### src/rtl/tick_timer_arbiter_if.sv
// Request/grant bundle between requesters and the shared tick timer.
//   req   : per-requester request level
//   delay : packed per-requester delay in ticks, requester i at [i*BITS +: BITS]
//   grant : one-hot current timer owner
//   done  : one-hot, one-cycle expiry pulse for the owner
//   busy  : timer currently owned (RUN or DONE)
//   count : remaining ticks of the current grant
interface tick_timer_arbiter_if #(
  parameter int unsigned NREQ = 4,
  parameter int unsigned BITS = 8
);
  logic [NREQ-1:0]      req;
  logic [NREQ*BITS-1:0] delay;
  logic [NREQ-1:0]      grant;
  logic [NREQ-1:0]      done;
  logic                 busy;
  logic [BITS-1:0]      count;

  modport master (output req, delay, input grant, done, busy, count);
  modport slave  (input req, delay, output grant, done, busy, count);
endinterface

### src/rtl/tick_timer_arbiter.sv
// Round-robin shared prescaled down-counter timer.
// Ports:
//   clk : system clock
//   rst : asynchronous active-low reset
//   bus : tick_timer_arbiter_if slave (req/delay in, grant/done/busy/count out)
module tick_timer_arbiter #(
  parameter int unsigned NREQ          = 4,
  parameter int unsigned BITS          = 8,
  parameter int unsigned PRESCALE_BITS = 4
) (
  input  logic                  clk,
  input  logic                  rst,
  tick_timer_arbiter_if.slave   bus
);

  localparam int unsigned IW = (NREQ > 1) ? $clog2(NREQ) : 1;
  localparam logic [PRESCALE_BITS-1:0] PS_MAX = '1;

  typedef enum logic [1:0] {IDLE, RUN, DONE} state_t;

  state_t                   state_q, state_d;
  logic [NREQ-1:0]          grant_q, grant_d;
  logic [NREQ-1:0]          done_q, done_d;
  logic                     busy_q, busy_d;
  logic [BITS-1:0]          count_q, count_d;
  logic [PRESCALE_BITS-1:0] ps_q, ps_d;
  logic [IW-1:0]            ptr_q, ptr_d;
  logic [IW-1:0]            idx_q, idx_d;

  logic                     found_c;
  logic [IW-1:0]            win_c;
  logic [IW-1:0]            sel_c;
  logic [BITS-1:0]          win_delay_c;

  // Round-robin search: first set req bit starting at ptr+1, wrapping.
  always_comb begin
    found_c = 1'b0;
    win_c   = '0;
    sel_c   = '0;
    for (int unsigned k = 1; k <= NREQ; k++) begin
      sel_c = IW'((32'(ptr_q) + k) % NREQ);
      if (!found_c && bus.req[sel_c]) begin
        found_c = 1'b1;
        win_c   = sel_c;
      end
    end
    win_delay_c = bus.delay[32'(win_c)*BITS +: BITS];
  end

  // Next-state and output logic.
  always_comb begin
    state_d = state_q;
    grant_d = grant_q;
    done_d  = '0;
    count_d = count_q;
    ps_d    = ps_q;
    ptr_d   = ptr_q;
    idx_d   = idx_q;
    case (state_q)
      IDLE: begin
        if (found_c) begin
          grant_d = NREQ'(1) << win_c;
          count_d = win_delay_c;
          ps_d    = '0;
          idx_d   = win_c;
          if (win_delay_c == '0) begin
            state_d = DONE;
            done_d  = NREQ'(1) << win_c;
          end else begin
            state_d = RUN;
          end
        end
      end
      RUN: begin
        // Abort outranks a coincident final tick.
        if (!bus.req[idx_q]) begin
          state_d = IDLE;
          grant_d = '0;
          count_d = '0;
          ps_d    = '0;
          ptr_d   = idx_q;
        end else begin
          ps_d = ps_q + 1'b1;
          if (ps_q == PS_MAX && count_q != '0) begin
            count_d = count_q - 1'b1;
            if (count_q == BITS'(1)) begin
              state_d = DONE;
              done_d  = NREQ'(1) << idx_q;
            end
          end
        end
      end
      DONE: begin
        state_d = IDLE;
        grant_d = '0;
        ptr_d   = idx_q;
      end
      default: begin
        state_d = IDLE;
        grant_d = '0;
        count_d = '0;
        ps_d    = '0;
      end
    endcase
    busy_d = (state_d != IDLE);
  end

  // State and output registers.
  always_ff @(posedge clk or negedge rst) begin
    if (!rst) begin
      state_q <= IDLE;
      grant_q <= '0;
      done_q  <= '0;
      busy_q  <= 1'b0;
      count_q <= '0;
      ps_q    <= '0;
      ptr_q   <= IW'(NREQ - 1);
      idx_q   <= '0;
    end else begin
      state_q <= state_d;
      grant_q <= grant_d;
      done_q  <= done_d;
      busy_q  <= busy_d;
      count_q <= count_d;
      ps_q    <= ps_d;
      ptr_q   <= ptr_d;
      idx_q   <= idx_d;
    end
  end

  assign bus.grant = grant_q;
  assign bus.done  = done_q;
  assign bus.busy  = busy_q;
  assign bus.count = count_q;

endmodule

### src/flat_wrapper.sv
// flat-port wrapper written by rule: the top's interface ports become plain ports
module tick_timer_arbiter_flat 
#(
  parameter int unsigned NREQ          = 4,
  parameter int unsigned BITS          = 8,
  parameter int unsigned PRESCALE_BITS = 4
)
  (clk, rst, bus_req, bus_delay, bus_grant, bus_done, bus_busy, bus_count);
  tick_timer_arbiter_if #(.NREQ(NREQ), .BITS(BITS)) bus_i ();
  input  logic clk;
  input  logic rst;
  input wire logic [$bits(bus_i.req)-1:0] bus_req;
  input wire logic [$bits(bus_i.delay)-1:0] bus_delay;
  output wire logic [$bits(bus_i.grant)-1:0] bus_grant;
  output wire logic [$bits(bus_i.done)-1:0] bus_done;
  output wire logic [$bits(bus_i.busy)-1:0] bus_busy;
  output wire logic [$bits(bus_i.count)-1:0] bus_count;
  assign bus_i.req = bus_req;
  assign bus_i.delay = bus_delay;
  assign bus_grant = bus_i.grant;
  assign bus_done = bus_i.done;
  assign bus_busy = bus_i.busy;
  assign bus_count = bus_i.count;
  tick_timer_arbiter #(.NREQ(NREQ), .BITS(BITS), .PRESCALE_BITS(PRESCALE_BITS)) u_core (.clk(clk), .rst(rst), .bus(bus_i));
endmodule
### config.mk
export PLATFORM = sky130hd
export DESIGN_NAME = tick_timer_arbiter_flat
export DESIGN_NICKNAME = d
export VERILOG_FILES = /design/src/rtl/tick_timer_arbiter_if.sv /design/src/rtl/tick_timer_arbiter.sv /design/src/flat_wrapper.sv
export SDC_FILE = /design/constraint.sdc
export NUM_CORES = 1
export LEC_CHECK = 0
export BUFFER_PORTS_ARGS = -buffer_cell sky130_fd_sc_hd__buf_2
export CORE_MARGIN = 2
export CORE_UTILIZATION = 40
export DETAILED_ROUTE_END_ITERATION = 10
export PLACE_DENSITY = 0.69
export SLEW_MARGIN = 20
export SYNTH_ARGS = -nofsm -noshare
export SYNTH_HDL_FRONTEND = slang
export SYNTH_SLANG_ARGS = --single-unit
### constraint.sdc
create_clock -name clk -period 3.5 [get_ports clk]
set_input_delay 0.35 -clock clk [delete_from_list [all_inputs] [get_ports clk]]
set_output_delay 0.35 -clock clk [all_outputs]
set_load 0.05 [all_outputs]
==> metrics.txt <==
status=complete, no violations; First-pass DRT Iterations=4; DRC violation count after routing=0; post-synthesis cell area=between 1500 and 2000 um^2; vias post-DR=between 1,500 and 2,000; number of CTS-inserted buffers=3; ys flop type=sky130_fd_sc_hd__dfrtp_1; CTS-repair resized insts=0; peak clock frequency supported by timing=roughly 0.39 GHz; setup slack, reg-to-reg=slightly above 0.9 ns; transition at the pin with the smallest max-transition slack=0.5717 ns; drt total wl=3972 um; routability cong.=0.9267; total of flip-flops plus latches after synthesis=27; antenna violations before repair=0; WL/cell=13.89 um; worst-case vdd ir drop=0.0006506 V; endpoint of the most critical register-to-register path=u_core.bus.done[0]; Congestion Overflow GR=0; WP data arrival=about 2.8 ns; Post-CTS Hold Fix Bufs=0; total of max-cap violations=0; number of endpoints with negative hold slack in the final report=0; synthesized area per cell=between 9 and 10 um^2; kind of start point of the critical path=register; number of enable-type register cells in the synthesized netlist=0; Worst-path clk slew=0.10 ns; synthesized instance count=180; number of antenna cells inserted=0; footprint of the multi-input gates=roughly 960 um^2; Area Growth Syn to Fin=20.98%; top cell type's share of synthesized area=0.3642; leakage power of the design=roughly 0.0010 uW; global-route wire length before repair=approximately 6600 um; Max H-tree Level=1; maximum number of pins on one net before global-route repair=28; area taken by flip-flops and latches=678.2 um^2; sink count of the clock tree=27; worst slack at placement=between 0.9 and 1 ns; kind of end point of the critical path=register; initial cell density of the core=0.4234; Floorplan Core Area=about 4000 um^2; Rel. slew slack=0.6188; count of unique library cells instantiated by Yosys=45; post-detail-place hpwl=3094 um; Max Transition Viols Final=0; number of cells on the worst reg-to-reg path=8; total setup buffers inserted after CTS=0; final-report setup violation count=0; leading cell types by total area after synthesis=sky130_fd_sc_hd__dfrtp_1 36%, sky130_fd_sc_hd__mux2i_1 15%, sky130_fd_sc_hd__nand2_1 4.2%; Tcrit/Tclk final=0.7366; vias per cell=around 5.5; post-synthesis async set-or-reset flop share=1.000; number of placement rows=23; Final #Nets=around 280; setup repair after global routing missed its margin=false; height of the chip=69.54 um; required time of the critical path=~3.7 ns; worst min-delay path class=input pin to async pin; clock tree from TritonCTS=built; sequential fraction of the synthesis area=0.3948; combined global-route utilization of all metal layers=0.1672; clock tree root buffer cell=sky130_fd_sc_hd__clkbuf_8; Yosys warnings=0; die width=slightly below 70 um; setup tns final=0 ns; clock insertion delay at the later pin of the skew report=between 0.2 and 0.3 ns; Setup Skew=a little over 0.01 ns; Worst Setup Slack, final=between 0.9 and 1 ns; largest fanout on the critical path=19; launch point of the worst reg-to-reg path=u_core.ptr_q[1]; Worst Setup Path Type=register to register; number of global-route vias before repair=approximately 1,500; number of top-level design ports=55; share of post-route cells with drive strength above 1=0.3093; total nets after synthesis=221; number of violations reported at the end of detailed-routing iteration 0=101; Tmin final=2.578 ns; IO buf count=54; # fillers=between 300 and 400; largest area contributor in the synthesized netlist=sky130_fd_sc_hd__dfrtp_1; count of antenna-violating nets left after detailed routing=0; P per Cell Area=890.1 nW/um^2; Longest Clk Path Bufs=2; floorplan die area=4835 um^2
==> area by class of cell <==
| class | count | area share |
|---|---|---|
| clock buffers | 3 | 0.01987 |
| well taps | 50 | 0.03010 |
| clock inverters | 1 | 0.003612 |
| inverters | 7 | 0.01264 |
| repair buffers | 58 | 0.1445 |
| multi-input cells | 140 | 0.4630 |
| flip-flops and latches | 27 | 0.3263 |
==> registers in the layout, summed over array words and instances (netlist names) <==
| register | flops |
|---|---|
| u_core.bus.busy | 1 |
| u_core.bus.count | 8 |
| u_core.bus.done | 4 |
| u_core.bus.grant | 4 |
| u_core.idx_q | 2 |
| u_core.ps_q | 4 |
| u_core.ptr_q | 2 |
| u_core.state_q | 2 |
==> report_power, final <==
group	switching [uW]	leakage, uW	internal (uW)	total, uW
combinational	729	0.000667	399	1130
clock	98.3	0.0000217	80.9	179
sequential	112	0.000348	430	543
==> synth_stat cells (2+ instances only) <==
| cell | n |
|---|---|
| sky130_fd_sc_hd__nor2_1 | 17 |
| sky130_fd_sc_hd__nand3_1 | 2 |
| sky130_fd_sc_hd__mux2i_1 | 26 |
| sky130_fd_sc_hd__inv_1 | 6 |
| sky130_fd_sc_hd__clkbuf_1 | 3 |
| sky130_fd_sc_hd__nand2_1 | 19 |
| sky130_fd_sc_hd__a21o_1 | 3 |
| sky130_fd_sc_hd__a32oi_1 | 2 |
| sky130_fd_sc_hd__o21ai_1 | 14 |
| sky130_fd_sc_hd__a21oi_1 | 5 |
| sky130_fd_sc_hd__a22oi_1 | 3 |
| sky130_fd_sc_hd__ha_1 | 3 |
| sky130_fd_sc_hd__dfstp_2 | 2 |
| sky130_fd_sc_hd__o21ai_0 | 6 |
| sky130_fd_sc_hd__nor4_1 | 5 |
| sky130_fd_sc_hd__nand2b_1 | 5 |
| sky130_fd_sc_hd__o22ai_1 | 4 |
| sky130_fd_sc_hd__or2_1 | 2 |
| sky130_fd_sc_hd__dfrtp_1 | 25 |
| sky130_fd_sc_hd__a31oi_1 | 3 |
==> worst max path at each step <==
stage,start,end,slack [ns]
detailed placement,u_core.ptr_q[1],u_core.bus.done[0],0.94
finish,u_core.ptr_q[1],u_core.bus.done[0],0.92
global route,u_core.ptr_q[1],u_core.bus.done[0],0.73
global placement,u_core.ptr_q[1],u_core.bus.done[0],1.04
CTS,u_core.ptr_q[1],u_core.bus.done[0],0.91
floorplan,u_core.ptr_q[1],u_core.bus.done[0],1.30
==> metal layers <==
metal / global-route usage / part of all wire / vias up / routed length [um]
met5: 0 / 0 / - / 0
met4: 0.03704 / 0.0086 / 0 / 34
met3: 0.04360 / 0.074 / 4 / 293
met2: 0.2874 / 0.48 / 64 / 1919
met1: 0.2106 / 0.43 / 727 / 1724
li1: - / - / 771 / -
==> cell usage in the layout, fill, tap and decap left out, types with 2 or more instances in the layout <==
| cell type | netlist | layout |
|---|---|---|
| sky130_fd_sc_hd__buf_2 | 0 | 54 |
| sky130_fd_sc_hd__mux2i_1 | 26 | 26 |
| sky130_fd_sc_hd__dfrtp_1 | 25 | 25 |
| sky130_fd_sc_hd__nand2_1 | 19 | 19 |
| sky130_fd_sc_hd__nor2_1 | 17 | 17 |
| sky130_fd_sc_hd__o21ai_1 | 14 | 14 |
| sky130_fd_sc_hd__inv_1 | 6 | 6 |
| sky130_fd_sc_hd__o21ai_0 | 6 | 6 |
| sky130_fd_sc_hd__nand2b_1 | 5 | 5 |
| sky130_fd_sc_hd__nor4_1 | 5 | 5 |
| sky130_fd_sc_hd__a21oi_1 | 5 | 5 |
| sky130_fd_sc_hd__o22ai_1 | 4 | 4 |
| sky130_fd_sc_hd__buf_4 | 0 | 4 |
| sky130_fd_sc_hd__a21o_1 | 3 | 3 |
| sky130_fd_sc_hd__a22oi_1 | 3 | 3 |
| sky130_fd_sc_hd__ha_1 | 3 | 3 |
| sky130_fd_sc_hd__clkbuf_8 | 0 | 3 |
| sky130_fd_sc_hd__nand3_1 | 2 | 2 |
| sky130_fd_sc_hd__or2_1 | 2 | 2 |
| sky130_fd_sc_hd__a31oi_1 | 3 | 2 |
| sky130_fd_sc_hd__a32oi_1 | 2 | 2 |
| sky130_fd_sc_hd__dfstp_2 | 2 | 2 |
==> kinds of logic after synthesis <==
kind of cell / synth area share
AO/OA/AOI/OAI: 0.1748
adder cells (fa/ha/maj): 0.02185
AND/OR/NAND/NOR: 0.1836
XOR/XNOR: 0.005099
multiplexers: 0.1712
buffers and inverters: 0.04879
flip-flops: 0.3948
==> through the flow <==
stage	utilization	total power [uW]	hold WS (ns)	cell area, um^2	cells
after CTS	0.5122	1859	0.07094	2078	286
after global routing	0.5122	1992	0.09665	2078	286
final	0.5122	1850	0.05303	2078	286
after floorplan	-	1427	0.05441	1718	180
after detailed placement	0.5002	1671	0.3865	2029	282
after global placement	0.5002	1668	0.3862	2029	282
==> critical path, stage by stage (launching register included) <==
cell and delay [ns]:
sky130_fd_sc_hd__dfstp_2 0.60, sky130_fd_sc_hd__nand3b_1 0.11, sky130_fd_sc_hd__a31oi_2 0.16, sky130_fd_sc_hd__buf_4 0.30
sky130_fd_sc_hd__mux2i_1 0.24, sky130_fd_sc_hd__mux2i_1 0.11, sky130_fd_sc_hd__nor4_1 0.42, sky130_fd_sc_hd__nand2_1 0.25
sky130_fd_sc_hd__o32ai_2 0.29
Note: power is estimated with default switching activity, not from simulation.
